[src/rtl/tf_call_pkg.sv]
// Shared types and constants for the task/function call responder.
//   fid_e    : routine selector (SUM, DOUBLE, NO_ARGS, TASK1)
//   kind_e   : call context of the initiator
//   status_e : response status code
//   ARITY    : expected argument count per routine
//   is_task  : true for routines with task (statement-only) semantics
package tf_call_pkg;

  typedef enum logic [1:0] {
    FID_SUM     = 2'd0,
    FID_DOUBLE  = 2'd1,
    FID_NO_ARGS = 2'd2,
    FID_TASK1   = 2'd3
  } fid_e;

  typedef enum logic [1:0] {
    KIND_EXPR      = 2'd0,
    KIND_STMT      = 2'd1,
    KIND_VOID_CAST = 2'd2,
    KIND_RSVD      = 2'd3
  } kind_e;

  typedef enum logic [1:0] {
    ST_OK        = 2'd0,
    ST_ERR_ARITY = 2'd1,
    ST_ERR_CTX   = 2'd2
  } status_e;

  // Indexed by fid: SUM, DOUBLE, NO_ARGS, TASK1.
  localparam logic [1:0] ARITY [4] = '{2'd2, 2'd1, 2'd0, 2'd1};

  function automatic logic is_task(input fid_e fid);
    return fid == FID_TASK1;
  endfunction

endpackage

[src/rtl/tf_call_exec.sv]
// Combinational executor: arity/context checks and routine result.
//   fid_i, kind_i, nargs_i : latched call descriptor
//   a0_i, a1_i             : first two argument slots
//   result_o               : routine result (0 on error or discard)
//   status_o               : OK / ERR_ARITY / ERR_CTX
module tf_call_exec
  import tf_call_pkg::*;
#(
  parameter int unsigned DATA_W = 8
) (
  input  fid_e              fid_i,
  input  kind_e             kind_i,
  input  logic [1:0]        nargs_i,
  input  logic [DATA_W-1:0] a0_i,
  input  logic [DATA_W-1:0] a1_i,
  output logic [DATA_W-1:0] result_o,
  output status_e           status_o
);

  logic              is_stmt;
  logic              arity_ok;
  logic [DATA_W-1:0] value;

  // Reserved context behaves as a statement call.
  assign is_stmt  = (kind_i == KIND_STMT) || (kind_i == KIND_RSVD);
  assign arity_ok = (nargs_i == ARITY[fid_i]);

  // Raw routine value, before any error or discard masking.
  always_comb begin
    value = '0;
    case (fid_i)
      FID_SUM:     value = a0_i + a1_i;
      // 4-bit wrap: only a0[2:0] survive the shift into a nibble.
      FID_DOUBLE:  value = DATA_W'({a0_i[2:0], 1'b0});
      FID_NO_ARGS: value = DATA_W'(1);
      FID_TASK1:   value = a0_i << 1;
      default:     value = '0;
    endcase
  end

  // Arity error dominates; context only judged on a well-formed call.
  always_comb begin
    result_o = '0;
    status_o = ST_OK;
    if (!arity_ok) begin
      status_o = ST_ERR_ARITY;
    end else if (is_task(fid_i)) begin
      if (!is_stmt) status_o = ST_ERR_CTX;
      else          result_o = value;
    end else begin
      if (is_stmt)                       status_o = ST_ERR_CTX;
      else if (kind_i == KIND_EXPR)      result_o = value;
    end
  end

endmodule

[src/rtl/tf_call_responder.sv]
// Callee-side call responder: accepts a call request, collects its
// argument beats, executes the routine and returns one response beat.
//   clk, rst                       : clock, synchronous active-high reset
//   req_valid/req_ready            : call request handshake
//   req_fid, req_kind, req_nargs   : routine, context, argument count
//   arg_valid/arg_ready, arg_data  : argument beats
//   rsp_valid/rsp_ready            : response handshake
//   rsp_data, rsp_status           : result and status
module tf_call_responder
  import tf_call_pkg::*;
#(
  parameter int unsigned DATA_W = 8
) (
  input  logic              clk,
  input  logic              rst,
  input  logic              req_valid,
  output logic              req_ready,
  input  logic [1:0]        req_fid,
  input  logic [1:0]        req_kind,
  input  logic [1:0]        req_nargs,
  input  logic              arg_valid,
  output logic              arg_ready,
  input  logic [DATA_W-1:0] arg_data,
  output logic              rsp_valid,
  input  logic              rsp_ready,
  output logic [DATA_W-1:0] rsp_data,
  output logic [1:0]        rsp_status
);

  localparam logic [1:0] S_IDLE = 2'd0;
  localparam logic [1:0] S_ARGS = 2'd1;
  localparam logic [1:0] S_EXEC = 2'd2;
  localparam logic [1:0] S_RESP = 2'd3;

  logic [1:0]        state_q,      state_d;
  fid_e              fid_q,        fid_d;
  kind_e             kind_q,       kind_d;
  logic [1:0]        nargs_q,      nargs_d;
  logic [1:0]        cnt_q,        cnt_d;
  logic [DATA_W-1:0] a0_q,         a0_d;
  logic [DATA_W-1:0] a1_q,         a1_d;
  logic [DATA_W-1:0] rsp_data_q,   rsp_data_d;
  logic [1:0]        rsp_status_q, rsp_status_d;

  logic [DATA_W-1:0] exec_result;
  status_e           exec_status;

  tf_call_exec #(.DATA_W(DATA_W)) u_exec (
    .fid_i    (fid_q),
    .kind_i   (kind_q),
    .nargs_i  (nargs_q),
    .a0_i     (a0_q),
    .a1_i     (a1_q),
    .result_o (exec_result),
    .status_o (exec_status)
  );

  // Handshake strobes decode from state only; rst gating keeps them quiet
  // during the reset cycle.
  assign req_ready  = !rst && (state_q == S_IDLE);
  assign arg_ready  = !rst && (state_q == S_ARGS);
  assign rsp_valid  = !rst && (state_q == S_RESP);
  assign rsp_data   = rsp_data_q;
  assign rsp_status = rsp_status_q;

  // Next-state and datapath update.
  always_comb begin
    state_d      = state_q;
    fid_d        = fid_q;
    kind_d       = kind_q;
    nargs_d      = nargs_q;
    cnt_d        = cnt_q;
    a0_d         = a0_q;
    a1_d         = a1_q;
    rsp_data_d   = rsp_data_q;
    rsp_status_d = rsp_status_q;
    case (state_q)
      S_IDLE: begin
        if (req_valid) begin
          fid_d   = fid_e'(req_fid);
          kind_d  = kind_e'(req_kind);
          nargs_d = req_nargs;
          cnt_d   = 2'd0;
          a0_d    = '0;
          a1_d    = '0;
          state_d = (req_nargs != 2'd0) ? S_ARGS : S_EXEC;
        end
      end
      S_ARGS: begin
        if (arg_valid) begin
          // A third beat is accepted but has no slot.
          if (cnt_q == 2'd0)      a0_d = arg_data;
          else if (cnt_q == 2'd1) a1_d = arg_data;
          cnt_d = cnt_q + 2'd1;
          if (cnt_q == nargs_q - 2'd1) state_d = S_EXEC;
        end
      end
      S_EXEC: begin
        rsp_data_d   = exec_result;
        rsp_status_d = 2'(exec_status);
        state_d      = S_RESP;
      end
      S_RESP: begin
        if (rsp_ready) state_d = S_IDLE;
      end
      default: state_d = S_IDLE;
    endcase
  end

  // State and datapath registers.
  always_ff @(posedge clk) begin
    if (rst) begin
      state_q      <= S_IDLE;
      fid_q        <= FID_SUM;
      kind_q       <= KIND_EXPR;
      nargs_q      <= 2'd0;
      cnt_q        <= 2'd0;
      a0_q         <= '0;
      a1_q         <= '0;
      rsp_data_q   <= '0;
      rsp_status_q <= 2'd0;
    end else begin
      state_q      <= state_d;
      fid_q        <= fid_d;
      kind_q       <= kind_d;
      nargs_q      <= nargs_d;
      cnt_q        <= cnt_d;
      a0_q         <= a0_d;
      a1_q         <= a1_d;
      rsp_data_q   <= rsp_data_d;
      rsp_status_q <= rsp_status_d;
    end
  end

endmodule

[config.mk]
export PLATFORM = sky130hd
export DESIGN_NAME = tf_call_responder
export DESIGN_NICKNAME = d
export VERILOG_FILES = /design/src/rtl/tf_call_pkg.sv /design/src/rtl/tf_call_exec.sv /design/src/rtl/tf_call_responder.sv
export SDC_FILE = /design/constraint.sdc
export NUM_CORES = 1
export LEC_CHECK = 0
export ABC_AREA = 0
export CAP_MARGIN = 20
export CORE_MARGIN = 3
export CORE_UTILIZATION = 45
export CTS_CLUSTER_DIAMETER = 50
export DETAILED_ROUTE_END_ITERATION = 7
export PLACE_DENSITY = 0.69
export SYNTH_ARGS = -nofsm -noshare
export SYNTH_HDL_FRONTEND = slang
export SYNTH_SLANG_ARGS = --single-unit
[constraint.sdc]
create_clock -name clk -period 1.9 [get_ports clk]
set_input_delay 0.57 -clock clk [delete_from_list [all_inputs] [get_ports clk]]
set_output_delay 0.57 -clock clk [all_outputs]
set_load 0.005 [all_outputs]
# Word level (Yosys, flattened, before mapping)
# Index checks and enable logic that the tools add are counted.
[word_totals]
ff_bits = 36
word_cells = 78
[classes]
n_addsub = 3
order_cmp = 1
n_eq_ne = 18
muxes = 30
bitwise_logic = 1
reduce_logical = 16
[ops]
columns = ["operator", "n"]
rows = [
  ["2-to-1 mux 8 bit", 11],
  ["case mux 8 bit (2 select lines)", 2],
  ["case mux 8 bit (4 select lines)", 1],
  ["2-to-1 mux 2 bit", 13],
  ["== test 2 bit, second input constant", 5],
  ["adder 8 bit", 1],
  ["== test 2 x 1 -> 1 bit, second input constant", 4],
  ["logical NOT 2 bit", 4],
  ["!= test 2 bit, second input constant", 4],
  ["case mux 2 bit (4 select lines)", 1],
  ["AND reduction 4 bit", 2],
  ["!= test 2 x 1 -> 1 bit, second input constant", 3],
  ["AND reduction 5 bit", 1],
  ["binary-select mux 2 bit (select 2 bit)", 1],
  ["== test 2 bit", 2],
  ["case mux 2 bit (2 select lines)", 1],
  ["nonzero test 2 bit", 2],
  [">= comparator 3 bit, second input constant", 1],
  ["logical AND 1 bit", 3],
  ["inverter 2 -> 3 bit", 1],
  ["AND reduction 3 bit", 1],
  ["adder 2 x 1 -> 2 bit, second input constant", 1],
  ["AND reduction 2 bit", 1],
  ["subtractor 2 x 1 -> 2 bit, second input constant", 1],
  ["other kinds (2)", 2],
]

# Depth between registers and ports, before layout
# Gate-level depths: netlist of run 1.
[depth]
depth_word = 6
ltp_mapped = 7
ltp_nobuf = 7

# Cells and area by module
# From an unflattened synthesis of run 1, not the netlist that was laid out.
[hier_totals]
hier_cells = 246
hier_area_um2 = 2092.0
[by_module_without_submodules]
columns = ["module", "instances", "cells_each", "area_each_um2"]
rows = [
  ["tf_call_responder", 1, 170, 1595.3],
  ["tf_call_exec", 1, 76, 496.7],
]

# Worst setup path before layout of run 1
# OpenSTA, ideal clock, no wires.
[synth_timing]
path_type = "in2out"
start = "in rst"
end = "out arg_ready"
arrival_ps = 1194
required_time_ps = 1330
slack_ps = 136
stages = 3
n_path_buf = 2
path_cell_list = "clkbuf_1 buf_1 nor2_1"
[synth_between]
elab_chain_cells = 2
[synth_lines]
columns = ["item", "line_no", "rtl"]
rows = [
  ["from (decl)", "tf_call_responder.sv:15", "input logic rst,"],
  ["logical NOT 1 bit", "tf_call_responder.sv:61", "assign arg_ready = !rst && (state_q == S_ARGS);"],
  ["logical AND 1 bit", "tf_call_responder.sv:61", ""],
  ["to (decl)", "tf_call_responder.sv:22", "output logic arg_ready,"],
]
# No other way between the ends.

# Worst setup path after layout of run 1
[layout_timing]
start = "reg state_q[0]"
end = "reg rsp_data_q[6], in the netlist rsp_data[6]"
[layout_between]
elab_chain_cells = 1
[layout_lines]
columns = ["item", "line_no", "rtl"]
rows = [
  ["from (decl)", "tf_call_responder.sv:35", "logic [1:0] state_q, state_d;"],
  ["from (signal assigned)", "tf_call_responder.sv:123", "state_q <= state_d;"],
  ["== test 2 bit", "tf_call_responder.sv:77", "case (state_q)"],
  ["to (signal assigned)", "tf_call_responder.sv:130", "rsp_data_q <= rsp_data_d;"],
  ["to (decl)", "tf_call_responder.sv:42", "logic [DATA_W-1:0] rsp_data_q, rsp_data_d;"],
]
# No other way between the ends.
# A chain may end at the register's enable or synchronous reset.

==> run metrics, run 1 <==
leakage=1.13 nW; Die H=74 um; Vias=1799; cell count after placement=319; Worst Tran Pin Value=0.399 ns; worst path cell trace=buf_4, inv_2, buf_4, ha_2, inv_1, o41ai_4, o21ai_4, a31o_1, a21oi_2; fmax=549 MHz; final setup fails=0; main combinational cell family by area after synthesis=simple AND/OR/NAND/NOR gates; Die Wd=74 um; main flop type after synthesis=dfxtp_1; Max FO, Critical Path=7; Yosys warnings=0; CTS Sinks=36; drt first pass iters=4; Post-DP HPWL=3280 um; Synth Area per Inst=9.01 um^2; Core Box Area=4410 um^2; CTS tree=done; EDFF count, synth=0; synthesized area=2080 um^2; Port-buffer cells=31; worst hold slack=0.464 ns; nets@finish=314; Tmin final=1.82 ns; Async SR Flop Fraction=0%; Area Growth Syn to Fin=30.2%; DRT Wirelength=4680 um; RSZ-0062 raised after global routing=yes; Cells after Synth=231; post-synth cell types=51; mux cell area share after synthesis=9.62%; Yosys reg bits=36; vias in the first global route=1650; Starting Density=47.1%; starting DRC count in detailed routing=146; Startpoint Class=register; Slowest-stage cell, CP=dfxtp_2; non-filler cells, final=332; worst endpoint required time=2.13 ns; post-route ant nets=0; Num CTS Buffers=5; IR drop worst, VDD=0.000797 V; max_cap viols=0; Post-Synth Simple-Gate Area=20.6%; XOR/XNOR Fraction of Synth Area=2.95%; Worst Hold Class=reg2reg; Arr. time, crit path=2.05 ns; Slew Viols, Final=0; Final Skew=0.00663 ns; Wirelength per Cell=14.1 um; Net Count, Synth=265; Placement Rows=24; clock slew at reported path FFs=0.07 ns; largest net degree at the start of global routing=34; Worst-Skew Late Latency=0.29 ns; routed vias/inst=5.42; global-route usage over all layers=17.9%; P per Cell Area=1240 nW/um^2; adder-cell share of the synthesized area=9.38%; slew margin rel.=73.3%; RePlAce Congestion=0.891; diode count=0; layout cell share with drive strength beyond 1=18.9%; antenna violations before repair=0; nature of the critical path endpoint=register; WS Path Type=reg2reg; most frequent CP cell=buf_4; DRC viols=0; Setup TNS=0 ns; first-pass GRT wire length=7640 um; fin crit share=95.9%; root buf cell=clkbuf_8; fraction of the yosys area taken by sequential cells=34.6%; outcome=finished clean; IO Pins=32; total gr overflow=0; delay of the slowest critical-path stage=0.33 ns; Longest Clk Path Bufs=2; Final Hold Fails=0; Synth Area in Compound Gates=17.8%; H-tree depth=2; die area=5480 um^2
registers in the layout, summed over array words and instances, names as in the netlist:
name and cells:
a0_q 8, a1_q 8, rsp_data 8, cnt_q 2
fid_q 2, kind_q 2, nargs_q 2, rsp_status 2
state_q 2
where the power goes:
part           internal (mW)  switching (mW)
clock                  0.323           0.265
sequential             0.862          0.0991
combinational          0.914           0.892
per-stage QoR:
step / power [mW] / area, um^2 / setup slack, ns / util (%)
global placement: 2.39 / 2490 / -0.457 / 56.5
finish: 3.36 / 2710 / 0.0770 / 61.4
global route: 3.58 / 2710 / -0.0272 / 61.4
detailed placement: 2.41 / 2490 / -0.464 / 56.5
floorplan: 2.00 / 2080 / 0.136 / -
CTS: 3.13 / 2650 / 0.0140 / 60.0
repair_timing:
item,4_1_cts,5_1_grt
setup endpoints to repair,11,25
setup buffers,4,2
resized for setup,22,7
hold buffers,0,0
pin swaps,0,2
cells by family after synthesis:
| logic type | count (synthesis) |
|---|---|
| flops | 36 |
| mux | 20 |
| buf+inv | 18 |
| compound gates | 49 |
| fa+ha+maj | 15 |
| xor+xnor | 7 |
| simple gates | 86 |
cells in the final DEF (no fill, tap or decap), types with 5 or more instances in the layout:
| master | netlist | routed |
|---|---|---|
| nand3_1 | 13 | 13 |
| inv_1 | 8 | 6 |
| mux2i_1 | 20 | 20 |
| xnor2_1 | 5 | 5 |
| ha_1 | 14 | 10 |
| a21oi_1 | 13 | 12 |
| and2_1 | 10 | 10 |
| nand2_1 | 15 | 15 |
| nor2_1 | 28 | 28 |
| buf_4 | 1 | 19 |
| clkdlybuf4s50_1 | 0 | 27 |
| dfxtp_1 | 36 | 34 |
| clkbuf_8 | 0 | 7 |
synth_stat cells (2+ instances only):
library cell  instances  area (um^2)
dfxtp_1              36          721
a21o_1                3         22.5
nor2b_1               4         25.0
mux2i_1              20          200
and2_1               10         62.6
a221oi_1              2         17.5
and3_1                2         12.5
buf_6                 3         33.8
nor2_1               28          105
a21oi_1              13         65.1
nand3_1              13         65.1
o21ai_0               5         25.0
nor3_1                2         10.0
o2bb2ai_1             2         17.5
ha_1                 14          175
a21oi_2               3         26.3
a22oi_1               4         30.0
xnor2_1               5         43.8
a211oi_1              3         22.5
nand2_1              15         56.3
nand2b_1              2         12.5
o21ai_2               2         17.5
clkbuf_1              3         11.3
o211ai_1              2         15.0
xor2_1                2         17.5
inv_1                 8         30.0
final timing paths:
check / start / endpoint / slack [ns] / cells after the start
max: state_q[0] / rsp_data[6] / 0.08 / 9
min: rsp_data[0] / rsp_data[0] / 0.46 / 2
max reg2reg: state_q[0] / rsp_data[6] / 0.08 / 9
min reg2reg: rsp_data[0] / rsp_data[0] / 0.46 / 2
layout make-up:
type,count,area [um^2]
multi-input cells,177,1320
fillers,385,1710
clock buffers,7,96.3
well taps,52,65.1
flip-flops and latches,36,723
inverters,8,32.5
repair buffers,52,477
worst max-delay path, delay by kind of cell, from the launching register on:
kind            cells  cell delay (ns)
fa+ha+maj           1             0.20
buf+inv             4             0.43
flops               1             0.33
compound gates      4             0.81
per-layer routing:
metal | part of all wire [%] | track usage [%]
met1 | 47 | 24.0
met2 | 47 | 27.6
met4 | 1.9 | 7.24
met5 | 0 | 0
met3 | 4.2 | 4.73
Power figures use the tool's default switching activity.
==> inputs of run 2 (changes only) <==
SLEW_MARGIN = 20   (was not set)
==> results of run 2 <==
Final layout, timing and power as in run 1 (identical DEF).
==> inputs of run 3 (changes only) <==
CTS_CLUSTER_DIAMETER = not set   (was 50)
PLACE_DENSITY = 0.73   (was 0.69)
==> run metrics, run 3 (same netlist as run 1, synthesis figures left out) <==
vias in the first global route=1673 (+1.4%); Reg area=726 um^2 (+0.35%); H-tree depth=2 (unchanged); final core utilization=61.1% (-0.31 points); IO Pins=32 (unchanged); Max FO, Critical Path=4 (-3); Longest Clk Path Bufs=2 (unchanged); Port-buffer cells=31 (unchanged); Vias=1760 (-2.2%); CTS tree=done; routed vias/inst=5.35 (-1.3%); Area Growth Syn to Fin=29.5%; CTS Sinks=36 (unchanged); drt first pass iters=4 (unchanged); diode count=0 (unchanged); Final Hold Fails=0 (unchanged); total gr overflow=0 (unchanged); Placement Rows=24 (unchanged); Core Box Area=4410 um^2 (unchanged); most common cell after layout, fill and taps aside=dfxtp_1; Worst Hold Class=reg2reg; DRC viols=0 (unchanged); post-route setup slack=0.0627 ns (-0.0143 ns); pre-CTS WS=-0.455 ns (+0.00884 ns); Worst-Skew Late Latency=0.28 ns (about the same); Final Skew=0.00482 ns (-0.00181 ns); nature of the critical path endpoint=output port; P per Cell Area=1220 nW/um^2 (-1.4%); first-pass GRT wire length=7720 um (+1.1%); leakage=1.11 nW (-1.6%); fin crit share=96.7% (+0.75 points); Die H=74 um (unchanged); outcome=finished clean; starting DRC count in detailed routing=113 (-23%); Setup TNS=0 ns (unchanged); antenna violations before repair=0 (unchanged); max_cap viols=0 (unchanged); fmax=544 MHz (-0.78%); nets@finish=310 (-1.3%); post-route ant nets=0 (unchanged); IR drop worst, VDD=0.000691 V (-13%); Starting Density=47.1% (unchanged); worst endpoint required time=1.33 ns (-0.80 ns); Startpoint Class=register; layout cell share with drive strength beyond 1=18.8% (-0.16 points); final setup fails=0 (unchanged); global-route usage over all layers=17.9% (-0.025 points); Die Wd=74 um (unchanged); Slew Viols, Final=0 (unchanged); WS Path Type=reg2out; Multi-input gate area=1320 um^2 (unchanged); Worst Tran Pin Value=0.395 ns (-0.00397 ns); slew margin rel.=73.7% (+0.39 points); RePlAce Congestion=0.877 (-1.6%); root buf cell=clkbuf_8; Wirelength per Cell=13.4 um (-4.9%); clock slew at reported path FFs=0.07 ns (about the same); RSZ-0062 raised after global routing=no; largest net degree at the start of global routing=34 (unchanged); # fillers=390 (+1.3%); DRT Wirelength=4410 um (-5.8%); Post-DP HPWL=3250 um (-0.78%); Tmin final=1.84 ns (+0.0143 ns); Num CTS Buffers=5 (unchanged); commonest cells after routing, fill and taps aside=34 x dfxtp_1, 28 x nor2_1, 27 x clkdlybuf4s50_1, 20 x mux2i_1; Arr. time, crit path=1.27 ns (-0.78 ns); die area=5480 um^2 (unchanged)
[run 3: cell types whose count changed in the layout (fill, tap and decap cells not counted), sizes merged]
cell	previous run	this run
clkbuf	8	5
clkinvlp	0	1
bufinv	0	1
buf	23	18
clkinv	0	1
clkdlybuf4s15	0	1
dlygate4sd2	1	2
[run 3: power by group]
part	internal, mW	switching, mW	total, mW
registers	0.866	0.116	0.982
clock network	0.388	0.280	0.668
logic	0.816	0.827	1.64
[run 3: per-layer routing]
| layer | vias to the layer above | share of wire [%] | track usage, % |
|---|---|---|---|
| met1 | 809 | 50 | 25.1 |
| li1 | 912 | - | - |
| met3 | 6 | 3.4 | 2.97 |
| met5 | - | 0 | 0 |
| met2 | 33 | 45 | 27.6 |
| met4 | 0 | 1.5 | 6.84 |
[run 3: final cells by class]
| type | instances | share of cell area [%] |
|---|---|---|
| Clock buffer | 5 | 2.55 |
| Inverter | 8 | 1.11 |
| Clock inverter | 3 | 1.58 |
| Multi-Input combinational cell | 177 | 48.8 |
| Tap cell | 52 | 2.41 |
| Sequential cell | 36 | 26.9 |
| Timing Repair Buffer | 48 | 16.6 |
[run 3: what timing repair did]
item,CTS,global route
gates resized for setup,20,8
setup buffers,3,1
hold buffers,0,0
endpoints found under the setup margin,19,9
pin swaps,1,0
[run 3: metrics by stage]
stage	cell area (um^2)	instances	hold WS (ns)	total power, mW
floorplan	2080	231	0.449	2.00
global placement	2480	317	0.454	2.37
detailed placement	2480	317	0.454	2.40
CTS	2660	328	0.465	3.20
global route	2700	329	0.510	3.54
finish	2700	329	0.464	3.29
[run 3: worst paths after layout]
path	endpoint	start	cells past startpoint	slack, ns
max reg2reg	rsp_data[4]	a0_q[0]	7	0.14
min reg2reg	rsp_data[0]	rsp_data[0]	2	0.46
min	rsp_data[0]	rsp_data[0]	2	0.46
max	req_ready	state_q[0]	4	0.06
[run 3: critical path: stages (launching register included)]
cell           delay [ns]
dfxtp_4              0.38
inv_2                0.07
ha_4                 0.16
nor2b_1              0.12
dlygate4sd2_1        0.26
